<file path="config.mk">
export PLATFORM = sky130hd
export DESIGN_NAME = md_unit
export DESIGN_NICKNAME = d
export VERILOG_FILES = /design/src/rtl/md_unit_pkg.sv /design/src/rtl/md_unit_step.sv /design/src/rtl/md_unit.sv
export SDC_FILE = /design/constraint.sdc
export NUM_CORES = 1
export LEC_CHECK = 0
export CORE_ASPECT_RATIO = 1.75
export CORE_MARGIN = 2
export CORE_UTILIZATION = 50
export CTS_CLUSTER_SIZE = 20
export DETAILED_ROUTE_END_ITERATION = 10
export GPL_TIMING_DRIVEN = 1
export MAX_ROUTING_LAYER = met4
export PLACE_DENSITY = 0.74
export SYNTH_ARGS = -nofsm -noshare
export SYNTH_HDL_FRONTEND = slang
export SYNTH_SLANG_ARGS = --single-unit
</file>
<file path="constraint.sdc">
create_clock -name clk -period 19.1 [get_ports clk]
set_input_delay 5.73 -clock clk [delete_from_list [all_inputs] [get_ports clk]]
set_output_delay 5.73 -clock clk [all_outputs]
set_load 0.02 [all_outputs]
</file>
<file path="src/rtl/md_unit_pkg.sv">
`default_nettype none
// ============================================================================
// Module      : md_unit_pkg
// Description : Shared CPU definitions for the multiply/divide unit.
// Revision    : 1.0 - initial release
// ============================================================================
package md_unit_pkg;

   localparam int MD_STEPS = 32;
   localparam int MD_CNT_W = 5;

   typedef enum logic [1:0] {
      MD_MULT  = 2'b00,
      MD_MULTU = 2'b01,
      MD_DIV   = 2'b10,
      MD_DIVU  = 2'b11
   } md_op_e;

   typedef enum logic [1:0] {
      ST_IDLE = 2'd0,
      ST_CALC = 2'd1,
      ST_FIX  = 2'd2
   } md_state_e;

   function automatic logic md_op_is_signed(input logic [1:0] op);
      return (op == MD_MULT) || (op == MD_DIV);
   endfunction

   function automatic logic md_op_is_div(input logic [1:0] op);
      return (op == MD_DIV) || (op == MD_DIVU);
   endfunction

endpackage
`default_nettype wire

</file>
<file path="src/rtl/md_unit_step.sv">
`default_nettype none
// ============================================================================
// Module      : md_step
// Description : One combinational iteration of shift-add multiply or
//               restoring divide on magnitude operands.
// Revision    : 1.0 - initial release
// ============================================================================
module md_step #(
   parameter int WIDTH = 32
) (
   input  logic             is_div,
   input  logic [WIDTH-1:0] acc,
   input  logic [WIDTH-1:0] opr,
   input  logic [WIDTH-1:0] opd,
   output logic [WIDTH-1:0] acc_next,
   output logic [WIDTH-1:0] opr_next,
   output logic             q_bit
);

   logic [WIDTH:0] w_sum;
   logic [WIDTH:0] w_trial;
   logic [WIDTH:0] w_diff;

   always_comb begin
      w_sum    = {1'b0, acc} + {1'b0, opd};
      w_trial  = {acc, opr[WIDTH-1]};
      w_diff   = w_trial - {1'b0, opd};
      q_bit    = 1'b0;
      acc_next = acc;
      opr_next = opr;
      if (is_div) begin
         // A clear borrow bit means the trial remainder covers the divisor.
         // The quotient LSB of opr_next is left zero; the caller inserts q_bit.
         q_bit    = ~w_diff[WIDTH];
         acc_next = q_bit ? w_diff[WIDTH-1:0] : w_trial[WIDTH-1:0];
         opr_next = {opr[WIDTH-2:0], 1'b0};
      end else if (opr[0]) begin
         acc_next = w_sum[WIDTH:1];
         opr_next = {w_sum[0], opr[WIDTH-1:1]};
      end else begin
         acc_next = {1'b0, acc[WIDTH-1:1]};
         opr_next = {acc[0], opr[WIDTH-1:1]};
      end
   end

endmodule
`default_nettype wire

</file>
<file path="src/rtl/md_unit.sv">
`default_nettype none
// ============================================================================
// Module      : md_unit
// Description : Iterative HI/LO multiply/divide unit with MTHI/MTLO, abort
//               and a fixed 33-cycle latency per operation.
// Revision    : 1.0 - initial release
// ============================================================================
module md_unit
   import md_unit_pkg::*;
#(
   parameter int WIDTH = 32
) (
   input  logic             clk,
   input  logic             rst,
   input  logic             start,
   input  logic [1:0]       op,
   input  logic [WIDTH-1:0] a,
   input  logic [WIDTH-1:0] b,
   input  logic             hi_we,
   input  logic             lo_we,
   input  logic [WIDTH-1:0] wdata,
   input  logic             abort,
   output logic             busy,
   output logic             done,
   output logic [WIDTH-1:0] hi,
   output logic [WIDTH-1:0] lo
);

   md_state_e             r_state;
   md_state_e             w_state_next;
   logic [MD_CNT_W-1:0]   r_cnt;
   logic                  r_is_div;
   logic                  r_neg_res;
   logic                  r_neg_rem;
   logic                  r_div_zero;
   logic [WIDTH-1:0]      r_acc;
   logic [WIDTH-1:0]      r_opr;
   logic [WIDTH-1:0]      r_opd;
   logic [WIDTH-1:0]      r_hi;
   logic [WIDTH-1:0]      r_lo;
   logic                  r_done;

   logic                  w_idle;
   logic                  w_accept;
   logic                  w_last_step;
   logic                  w_fix_commit;
   logic                  w_signed;
   logic [WIDTH-1:0]      w_abs_a;
   logic [WIDTH-1:0]      w_abs_b;
   logic [WIDTH-1:0]      w_acc_next;
   logic [WIDTH-1:0]      w_opr_next;
   logic                  w_q_bit;
   logic [2*WIDTH-1:0]    w_prod;
   logic [WIDTH-1:0]      w_fix_hi;
   logic [WIDTH-1:0]      w_fix_lo;

   assign w_idle       = (r_state == ST_IDLE);
   assign w_accept     = w_idle & start & ~abort;
   assign w_last_step  = (r_cnt == MD_CNT_W'(MD_STEPS - 1));
   assign w_fix_commit = (r_state == ST_FIX) & ~abort;
   assign w_signed     = md_op_is_signed(op);
   assign w_abs_a      = (w_signed & a[WIDTH-1]) ? -a : a;
   assign w_abs_b      = (w_signed & b[WIDTH-1]) ? -b : b;

   md_step #(
      .WIDTH    (WIDTH)
   ) u_step (
      .is_div   (r_is_div),
      .acc      (r_acc),
      .opr      (r_opr),
      .opd      (r_opd),
      .acc_next (w_acc_next),
      .opr_next (w_opr_next),
      .q_bit    (w_q_bit)
   );

   always_ff @(posedge clk or posedge rst) begin
      if (rst) begin
         r_state <= ST_IDLE;
      end else begin
         r_state <= w_state_next;
      end
   end

   always_comb begin
      w_state_next = r_state;
      case (r_state)
         ST_IDLE: if (w_accept) w_state_next = ST_CALC;
         ST_CALC: begin
            if (abort)            w_state_next = ST_IDLE;
            else if (w_last_step) w_state_next = ST_FIX;
         end
         ST_FIX:  w_state_next = ST_IDLE;
         default: w_state_next = ST_IDLE;
      endcase
   end

   // Sign correction; a zero divisor yields all-ones quotient and the raw
   // dividend as remainder, which the remainder sign rule already produces.
   always_comb begin
      w_prod   = {r_acc, r_opr};
      w_fix_hi = r_acc;
      w_fix_lo = r_opr;
      if (!r_is_div) begin
         if (r_neg_res) w_prod = -w_prod;
         w_fix_hi = w_prod[2*WIDTH-1:WIDTH];
         w_fix_lo = w_prod[WIDTH-1:0];
      end else begin
         w_fix_hi = r_neg_rem ? -r_acc : r_acc;
         if (r_div_zero)     w_fix_lo = '1;
         else if (r_neg_res) w_fix_lo = -r_opr;
      end
   end

   always_ff @(posedge clk or posedge rst) begin
      if (rst) begin
         r_cnt      <= '0;
         r_is_div   <= 1'b0;
         r_neg_res  <= 1'b0;
         r_neg_rem  <= 1'b0;
         r_div_zero <= 1'b0;
         r_acc      <= '0;
         r_opr      <= '0;
         r_opd      <= '0;
         r_hi       <= '0;
         r_lo       <= '0;
         r_done     <= 1'b0;
      end else begin
         r_done <= w_fix_commit;
         if (w_idle) begin
            if (w_accept) begin
               r_cnt      <= '0;
               r_is_div   <= md_op_is_div(op);
               r_neg_res  <= w_signed & (a[WIDTH-1] ^ b[WIDTH-1]);
               r_neg_rem  <= w_signed & a[WIDTH-1];
               r_div_zero <= (b == '0);
               r_acc      <= '0;
               r_opr      <= w_abs_a;
               r_opd      <= w_abs_b;
            end else if (!start) begin
               if (hi_we) r_hi <= wdata;
               if (lo_we) r_lo <= wdata;
            end
         end else if (r_state == ST_CALC) begin
            if (!abort) begin
               r_cnt <= r_cnt + 1'b1;
               r_acc <= w_acc_next;
               r_opr <= r_is_div ? {w_opr_next[WIDTH-1:1], w_q_bit} : w_opr_next;
            end
         end else if (w_fix_commit) begin
            r_hi <= w_fix_hi;
            r_lo <= w_fix_lo;
         end
      end
   end

   assign busy = ~w_idle;
   assign done = r_done;
   assign hi   = r_hi;
   assign lo   = r_lo;

endmodule
`default_nettype wire

</file>
==> results_tabular.tex, run 1 <==
\begin{tabular}{lr}
\hline
Metric & Value \\
\hline
\multicolumn{2}{l}{\textbf{Status}} \\
\quad Status & completed \\
\multicolumn{2}{l}{\textbf{Worst hold path}} \\
\quad Hold Path Depth & 2 \\
\quad Path category of the worst min-delay check & reg2reg \\
\multicolumn{2}{l}{\textbf{Synthesis}} \\
\quad Yosys cell types & 79 \\
\quad Number of enable flip-flop cells after synthesis & 0 \\
\quad Post-synthesis cell count & 1807 \\
\quad Synthesis Warnings & 0 \\
\quad Sequential element share of the synthesized area & 30.1\% \\
\quad FF+latch count, synth & 172 \\
\quad Post-synth net total & 1983 \\
\quad Post-synthesis average cell area & 7.92 sq um \\
\quad Leading register cell type out of synthesis & sky130\_fd\_sc\_hd\_\_dfrtp\_1 \\
\quad Share of flip-flops with an asynchronous set or reset after synthesis & 100\% \\
\quad Netlist Area Pre-Place & 14300 sq um \\
\multicolumn{2}{l}{\textbf{Setup path}} \\
\quad Startpoint type of the worst setup path & primary input \\
\quad Kind of critical path & in2reg \\
\quad Data arrival time at the worst-slack endpoint & 8930 ps \\
\quad FF-to-FF setup slack & 14690 ps \\
\quad Worst setup EP type & register \\
\quad Number of cell instances on the worst register-to-register path & 13 \\
\quad Data required time at the worst endpoint & 19420 ps \\
\quad Worst-path fanout max & 5 \\
\multicolumn{2}{l}{\textbf{Clock tree}} \\
\quad Quantity of gates resized following cts & 0 \\
\quad Clock tree from TritonCTS & built \\
\quad Number of hold buffers added after cts & 0 \\
\quad Clock slew at reported path FFs & 60 ps \\
\quad H-tree level count & 4 \\
\quad Cell at the root of the clock tree & sky130\_fd\_sc\_hd\_\_clkbuf\_16 \\
\quad Post-CTS setup-driven buffer insertion count & 0 \\
\quad Number of clock buffers inserted by TritonCTS & 17 \\
\quad Latest clock arrival within the worst-skew pair & 460 ps \\
\quad Sink Count & 172 \\
\quad Bufs on Longest Clock Path & 2 \\
\multicolumn{2}{l}{\textbf{Placement}} \\
\quad Worst setup slack before clock tree synthesis & 9990 ps \\
\quad HPWL after detailed placement & 34.8 mm \\
\quad Weighted congestion at the end of routability-driven global placement & 0.996 \\
\quad Port Buf Inserts & 169 \\
\quad Total placed instance area & 16100 sq um \\
\multicolumn{2}{l}{\textbf{Cells and area}} \\
\quad Synth-to-Final Area Change & 17.0\% \\
\quad Layout cells sized above 1 & 4.72\% \\
\quad Final cell area excluding filler cells & 16700 sq um \\
\quad Util after Layout & 59.6\% \\
\quad Number of antenna repair diodes & 0 \\
\quad Multi-input logic area & 9340 sq um \\
\quad Final Net Count & 2071 \\
\quad Register cell area after layout & 4310 sq um \\
\quad Filler cell count in the final layout & 2599 \\
\multicolumn{2}{l}{\textbf{Power and ir drop}} \\
\quad Part of the total power dissipated in combinational logic & 59.1\% \\
\quad Switching share of power & 47.6\% \\
\quad Internal portion of total power & 0.00131 W \\
\quad Clock network fraction of design power & 14.4\% \\
\quad Peak VDD IR & 0.0905 mV \\
\quad Areal power density over the cells & 149 nW/um\^{}2 \\
\quad Leakage Power & 7.03 nW \\
\quad Total power of the final layout & 0.00250 W \\
\quad Sequential share of power & 26.5\% \\
\quad Switching Power & 0.00119 W \\
\multicolumn{2}{l}{\textbf{Detailed routing}} \\
\quad DRC & 0 \\
\quad Count of antenna-violating nets left after detailed routing & 0 \\
\quad Wirelength, routed & 45.6 mm \\
\quad Vias post-DR & 13.8k \\
\quad DRT Pass-1 Iters & 5 \\
\quad Post-detailed-route via-to-cell ratio & 6.06 \\
\quad Number of DRC markers after the initial detailed-route iteration & 1041 \\
\quad Routed wirelength normalized by instance count & 20.0 microns \\
\multicolumn{2}{l}{\textbf{GRT}} \\
\quad Initial antenna violation count & 0 \\
\quad GRT Util Overall & 31.4\% \\
\quad Maximum number of pins on one net before global-route repair & 97 \\
\quad First-pass GRT wire length & 72.4 mm \\
\quad Vias in the first global route & 13.5k \\
\quad Remaining Overflow, GRT & 0 \\
\multicolumn{2}{l}{\textbf{Timing}} \\
\quad Slew Limit Fails & 0 \\
\quad Transition time of the tightest slew-check pin & 1060 ps \\
\quad Number of endpoints with negative hold slack in the final report & 0 \\
\quad Period utilization & 45.1\% \\
\quad Final critical delay including setup and external delays & 8610 ps \\
\quad Final Skew & 8.66 ps \\
\quad Post-layout worst setup margin & 10490 ps \\
\quad Maximum clock frequency & 116 MHz \\
\quad Worst rel slew slack & 29.5\% \\
\quad Setup repair after global routing missed its margin & false \\
\quad Count of final setup violators & 0 \\
\quad Final sum of negative setup slack & 0 ps \\
\multicolumn{2}{l}{\textbf{Floorplanning}} \\
\quad I/O pin count & 170 \\
\quad Floorplan die height & 228 microns \\
\quad Placement row count & 81 \\
\quad Total core area & 28100 sq um \\
\quad Die area & 30000 sq um \\
\quad Chip Width & 132 microns \\
\quad Starting density of the core & 51.0\% \\
\multicolumn{2}{l}{\textbf{Flow run}} \\
\quad Max-cap viol count & 0 \\
\hline
\end{tabular}
[layer usage]
metal / global-route usage (%) / up-vias / share of wire [%]
li1: - / 6654 / -
met1: 31.7 / 6514 / 36
met2: 56.3 / 489 / 52
met3: 3.40 / 162 / 4.1
met4: 21.6 / 0 / 7.6
met5: - / - / 0
[cells in the final DEF (no fill, tap or decap), types with 13 or more instances in the layout]
| cell | count |
|---|---|
| sky130_fd_sc_hd__dfrtp_1 | 171 |
| sky130_fd_sc_hd__nor4_1 | 19 |
| sky130_fd_sc_hd__clkbuf_16 | 17 |
| sky130_fd_sc_hd__ha_1 | 70 |
| sky130_fd_sc_hd__nand2b_1 | 18 |
| sky130_fd_sc_hd__mux2i_1 | 56 |
| sky130_fd_sc_hd__a211oi_1 | 28 |
| sky130_fd_sc_hd__a22o_1 | 15 |
| sky130_fd_sc_hd__clkdlybuf4s50_1 | 169 |
| sky130_fd_sc_hd__nor2b_1 | 22 |
| sky130_fd_sc_hd__a31oi_1 | 17 |
| sky130_fd_sc_hd__o31ai_1 | 26 |
| sky130_fd_sc_hd__nor2_1 | 133 |
| sky130_fd_sc_hd__or3_1 | 13 |
| sky130_fd_sc_hd__a21o_1 | 23 |
| sky130_fd_sc_hd__nand2_1 | 221 |
| sky130_fd_sc_hd__nand3_1 | 26 |
| sky130_fd_sc_hd__o22ai_1 | 37 |
| sky130_fd_sc_hd__inv_1 | 54 |
| sky130_fd_sc_hd__buf_4 | 15 |
| sky130_fd_sc_hd__xor2_1 | 65 |
| sky130_fd_sc_hd__o21ai_0 | 188 |
| sky130_fd_sc_hd__a21oi_1 | 145 |
| sky130_fd_sc_hd__o21ai_1 | 37 |
| sky130_fd_sc_hd__and3_1 | 15 |
| sky130_fd_sc_hd__nor3_1 | 38 |
| sky130_fd_sc_hd__xnor2_1 | 101 |
[metrics by stage]
step,std cells,hold slack (ps)
6_report,2281,478
5_1_grt,2281,504
4_1_cts,2281,485
3_5_place_dp,2249,469
3_3_place_gp,2249,461
2_1_floorplan,1807,450
[state kept, by name, indices dropped and copies added, names as in the netlist]
name / flops
done: 1
hi: 32
lo: 32
r_acc: 32
r_cnt: 5
r_div_zero: 1
r_is_div: 1
r_neg_rem: 1
r_neg_res: 1
r_opd: 32
r_opr: 32
r_state: 2
[cell families after synthesis]
| group | share of synthesized area, % |
|---|---|
| multiplexers | 4.23 |
| flip-flops | 30.1 |
| AND/OR/NAND/NOR | 18.7 |
| buffers and inverters | 4.80 |
| AO/OA/AOI/OAI | 25.5 |
| adder cells (fa/ha/maj) | 6.40 |
| XOR/XNOR | 10.3 |
[worst paths after layout]
| check | end | start |
|---|---|---|
| setup / recovery | r_opd[28] | b[8] |
| setup reg to reg | r_acc[7] | r_acc[0] |
| min in group asynchronous | lo[24] | rst |
| hold reg to reg | hi[10] | hi[10] |
| hold / removal | hi[10] | hi[10] |
| max in group asynchronous | r_opd[3] | rst |
[layout make-up]
cell class / instances / area share, %
inverters: 58 / 1.33
repair buffers: 184 / 10.8
clock inverters: 14 / 0.942
clock buffers: 18 / 2.62
multi-input cells: 1462 / 55.8
flip-flops and latches: 172 / 25.7
well taps: 373 / 2.79
[critical path, stage by stage]
cell	delay, ps
sky130_fd_sc_hd__clkdlybuf4s50_1	450
sky130_fd_sc_hd__or4_1	600
sky130_fd_sc_hd__nor4_1	370
sky130_fd_sc_hd__nand2b_1	210
sky130_fd_sc_hd__nor4_1	710
sky130_fd_sc_hd__nand3_1	290
sky130_fd_sc_hd__o31ai_1	320
sky130_fd_sc_hd__xor2_1	170
sky130_fd_sc_hd__o21ai_0	80
[power groups by stage]
| stage | sequential (W) | clock [W] | combinational [W] |
|---|---|---|---|
| 2_1_floorplan | 0.000613 | 0 | 0.00108 |
| 3_3_place_gp | 0.000657 | 0 | 0.00143 |
| 3_5_place_dp | 0.000661 | 0 | 0.00146 |
| 4_1_cts | 0.000654 | 0.000363 | 0.00146 |
| 5_1_grt | 0.000674 | 0.000377 | 0.00162 |
| 6_report | 0.000661 | 0.000359 | 0.00148 |
[cell usage after synthesis (all sizes together) (9+ instances only)]
cell type    n  area (sq um)
a211oi      28           210
mux2i       56           561
xor2        65           569
a21oi      147           751
or4         13           101
a31oi       17           106
o31ai       26           195
a22o        15           131
nor3        39           200
or3         13          81.3
dfrtp      172          4300
nand2      221           830
clkbuf      91           342
nand3       26           130
and3        15          93.8
o211ai       9          72.6
o22ai       37           231
nor2       136           518
o21ai      227          1140
buf         24           128
nand4        9          56.3
ha          70           876
xnor2      102           901
a21o        23           173
nor4        25           194
o41ai       13           129
nand2b      18           113
nor2b       22           138
inv         57           214
No activity file was read; power rests on OpenSTA's default activity.
==> inputs of run 2 (changes only) <==
Clock period 19.1 ns to 8.7 ns, I/O delays scaled along.
==> run 2 against run 1 <==
Against the previous run: die area is the same; worst setup slack lost 7200 ps; sequential share of layout area is essentially flat; register-to-register slack lost 10000 ps; sequential power grew 120%; flip-flop and latch count is the same; critical path type unchanged.
==> results_tabular.tex, run 2 (synthesis gave the netlist of run 1 again) <==
\begin{tabular}{lr}
\hline
Metric & Value \\
\hline
\multicolumn{2}{l}{\textbf{Status}} \\
\quad Status & completed (unchanged) \\
\multicolumn{2}{l}{\textbf{Cells and area}} \\
\quad Filler cell count in the final layout & 2621 (was 2599) \\
\quad Number of antenna repair diodes & 0 (unchanged) \\
\quad Final Net Count & 2073 (was 2071) \\
\quad Layout cells sized above 1 & 4.76\% (was 4.72\%) \\
\quad Most frequent cells in the layout & sky130\_fd\_sc\_hd\_\_nand2\_1, sky130\_fd\_sc\_hd\_\_o21ai\_0, sky130\_fd\_sc\_hd\_\_dfrtp\_1, sky130\_fd\_sc\_hd\_\_clkdlybuf4s50\_1, sky130\_fd\_sc\_hd\_\_a21oi\_1 (unchanged) \\
\quad Synth-to-Final Area Change & 16.9\% (was 17.0\%) \\
\quad Final cell area excluding filler cells & 16700 sq um (about the same) \\
\quad Most common cell after layout, fill and taps aside & sky130\_fd\_sc\_hd\_\_nand2\_1 (unchanged) \\
\multicolumn{2}{l}{\textbf{Setup path}} \\
\quad FF-to-FF setup slack & 4260 ps (was 14690 ps) \\
\quad Cell family contributing the most delay on the critical path & simple AND/OR/NAND/NOR gates (unchanged) \\
\quad Source of the worst register-to-register timing path & r\_acc[0] (unchanged) \\
\quad Cell repeated most along the worst path & sky130\_fd\_sc\_hd\_\_nor4\_1 (unchanged) \\
\quad Data arrival time at the worst-slack endpoint & 5780 ps (was 8930 ps) \\
\quad Kind of critical path & in2reg (unchanged) \\
\quad CP cell instances & clkdlybuf4s50\_1 -> or4\_1 -> nor4\_1 -> nand2b\_1 -> nor4\_1 -> nand3\_1 -> o31ai\_1 -> xor2\_1 -> o21ai\_0 (unchanged) \\
\quad Startpoint type of the worst setup path & primary input (unchanged) \\
\quad Total buffers and inverters traversed by the critical path & 1 (unchanged) \\
\quad Data required time at the worst endpoint & 9020 ps (was 19420 ps) \\
\quad Number of cell instances on the worst register-to-register path & 13 (unchanged) \\
\quad CP max stage delay & 710 ps (about the same) \\
\quad RR Endpoint & r\_acc[7] (unchanged) \\
\quad Worst-path fanout max & 5 (unchanged) \\
\quad Library cell contributing the largest single delay on the critical path & sky130\_fd\_sc\_hd\_\_nor4\_1 (unchanged) \\
\quad Worst setup EP type & register (unchanged) \\
\multicolumn{2}{l}{\textbf{Clock tree}} \\
\quad Post-CTS setup-driven buffer insertion count & 0 (unchanged) \\
\quad Cell at the root of the clock tree & sky130\_fd\_sc\_hd\_\_clkbuf\_16 (unchanged) \\
\quad H-tree level count & 4 (unchanged) \\
\quad Number of hold buffers added after cts & 0 (unchanged) \\
\quad Quantity of gates resized following cts & 0 (unchanged) \\
\quad Number of clock buffers inserted by TritonCTS & 17 (unchanged) \\
\quad Latest clock arrival within the worst-skew pair & 470 ps (was 460 ps) \\
\quad Clock slew at reported path FFs & 70 ps (was 60 ps) \\
\quad Clock tree from TritonCTS & built (unchanged) \\
\quad Sink Count & 172 (unchanged) \\
\quad Bufs on Longest Clock Path & 2 (unchanged) \\
\multicolumn{2}{l}{\textbf{GRT}} \\
\quad Remaining Overflow, GRT & 0 (unchanged) \\
\quad First-pass GRT wire length & 71.7 mm (was 72.4 mm) \\
\quad Initial antenna violation count & 0 (unchanged) \\
\quad Maximum number of pins on one net before global-route repair & 92 (was 97) \\
\quad Vias in the first global route & 13.4k (was 13.5k) \\
\quad GRT Util Overall & 31.0\% (was 31.4\%) \\
\multicolumn{2}{l}{\textbf{Timing}} \\
\quad Count of final setup violators & 0 (unchanged) \\
\quad Final sum of negative setup slack & 0 ps (unchanged) \\
\quad Slew Limit Fails & 0 (unchanged) \\
\quad Setup repair after global routing missed its margin & false (unchanged) \\
\quad Final critical delay including setup and external delays & 5460 ps \\
\quad Number of endpoints with negative hold slack in the final report & 0 (unchanged) \\
\quad Worst rel slew slack & 31.1\% (was 29.5\%) \\
\quad Maximum clock frequency & 183 MHz \\
\quad Transition time of the tightest slew-check pin & 1030 ps (was 1060 ps) \\
\quad Period utilization & 62.8\% \\
\quad Final Skew & 16.3 ps (was 8.66 ps) \\
\multicolumn{2}{l}{\textbf{Power and ir drop}} \\
\quad Areal power density over the cells & 327 nW/um\^{}2 (was 149 nW/um\^{}2) \\
\quad Peak VDD IR & 0.188 mV (was 0.0905 mV) \\
\quad Leakage Power & 7.03 nW (about the same) \\
\multicolumn{2}{l}{\textbf{Detailed routing}} \\
\quad Number of DRC markers after the initial detailed-route iteration & 1077 (was 1041) \\
\quad Routed wire length on met3 & 1.69 mm (was 1.89 mm) \\
\quad DRC & 0 (unchanged) \\
\quad Vias post-DR & 13.9k (was 13.8k) \\
\quad Wirelength, routed & 45.8 mm (was 45.6 mm) \\
\quad Met1 wire length & 16.8 mm (was 16.5 mm) \\
\quad Routed wirelength normalized by instance count & 20.0 microns (about the same) \\
\quad DRT Pass-1 Iters & 5 (unchanged) \\
\quad DR top layer & met4 (unchanged) \\
\quad Post-detailed-route via-to-cell ratio & 6.07 (was 6.06) \\
\quad Amount of wire on met2 after detailed routing & 24.6 mm (was 23.8 mm) \\
\quad Count of antenna-violating nets left after detailed routing & 0 (unchanged) \\
\multicolumn{2}{l}{\textbf{Placement}} \\
\quad Weighted congestion at the end of routability-driven global placement & 0.997 (was 0.996) \\
\quad Total placed instance area & 16200 sq um (was 16100 sq um) \\
\quad HPWL after detailed placement & 35.1 mm (was 34.8 mm) \\
\quad Port Buf Inserts & 169 (unchanged) \\
\multicolumn{2}{l}{\textbf{Worst hold path}} \\
\quad Path category of the worst min-delay check & reg2reg (unchanged) \\
\quad Endpoint with the worst hold slack & hi[10] (unchanged) \\
\quad Hold Path Origin & hi[10] (unchanged) \\
\quad Hold Path Depth & 2 (unchanged) \\
\multicolumn{2}{l}{\textbf{Floorplanning}} \\
\quad Die area & 30000 sq um (unchanged) \\
\quad I/O pin count & 170 (unchanged) \\
\quad Total core area & 28100 sq um (unchanged) \\
\quad Placement row count & 81 (unchanged) \\
\quad Floorplan die height & 228 microns (unchanged) \\
\quad Chip Width & 132 microns (unchanged) \\
\quad Starting density of the core & 51.0\% (unchanged) \\
\multicolumn{2}{l}{\textbf{Flow run}} \\
\quad Max-cap viol count & 0 (unchanged) \\
\hline
\end{tabular}
## run 2: changes by cell type in the layout (fill, tap and decap cells not counted), sizes merged
cell	before	now
buf	15	17
clkbuf	18	19
clkinv	4	3
bufinv	2	1
inv	63	64
## run 2: area by class of cell
type                    instances  area (sq um)  share of cell area (%)
clock buffers                  19           443                    2.65
clock inverters                13           128                   0.763
inverters                      58           223                    1.33
multi-input cells            1462          9340                    55.8
flip-flops and latches        172          4310                    25.7
well taps                     373           467                    2.79
repair buffers                186          1820                    10.9
## run 2: how the worst max path moves through the flow
stage,from,end,depth (start not counted)
final,b[8],r_opd[28],9
after global routing,b[6],r_opd[28],9
after CTS,b[8],r_opd[28],9
after detailed placement,b[8],r_opd[28],9
after global placement,b[8],r_opd[28],9
after floorplan,rst,done,1
## run 2: power by group
group	total [W]	switching, W	internal, W
clock network	0.000768	0.000361	0.000407
registers	0.00145	0.000424	0.00103
logic	0.00325	0.00184	0.00141
total	0.00547	0.00262	0.00284
## run 2: per-stage QoR
step	util (%)	std cells	setup slack [ps]	total power [W]	hold slack, ps
after floorplan	-	1807	1430	0.00373	450
after global placement	57.5	2251	2750	0.00459	461
after detailed placement	57.5	2251	2730	0.00465	467
after CTS	59.6	2283	3210	0.00542	483
after global routing	59.6	2283	3040	0.00583	508
final	59.6	2283	3240	0.00547	476
## run 2: worst min-delay path: cells and delay by family, from the launching register on
| kind | cells | cell delay [ps] |
|---|---|---|
| flops | 1 | 340 |
| compound gates | 1 | 60 |
| simple gates | 1 | 40 |
## run 2: metal layers
layer	global-route usage, %	up-vias
met5	-	-
met4	17.6	0
met3	3.31	144
met2	57.0	452
met1	31.7	6596
li1	-	6671
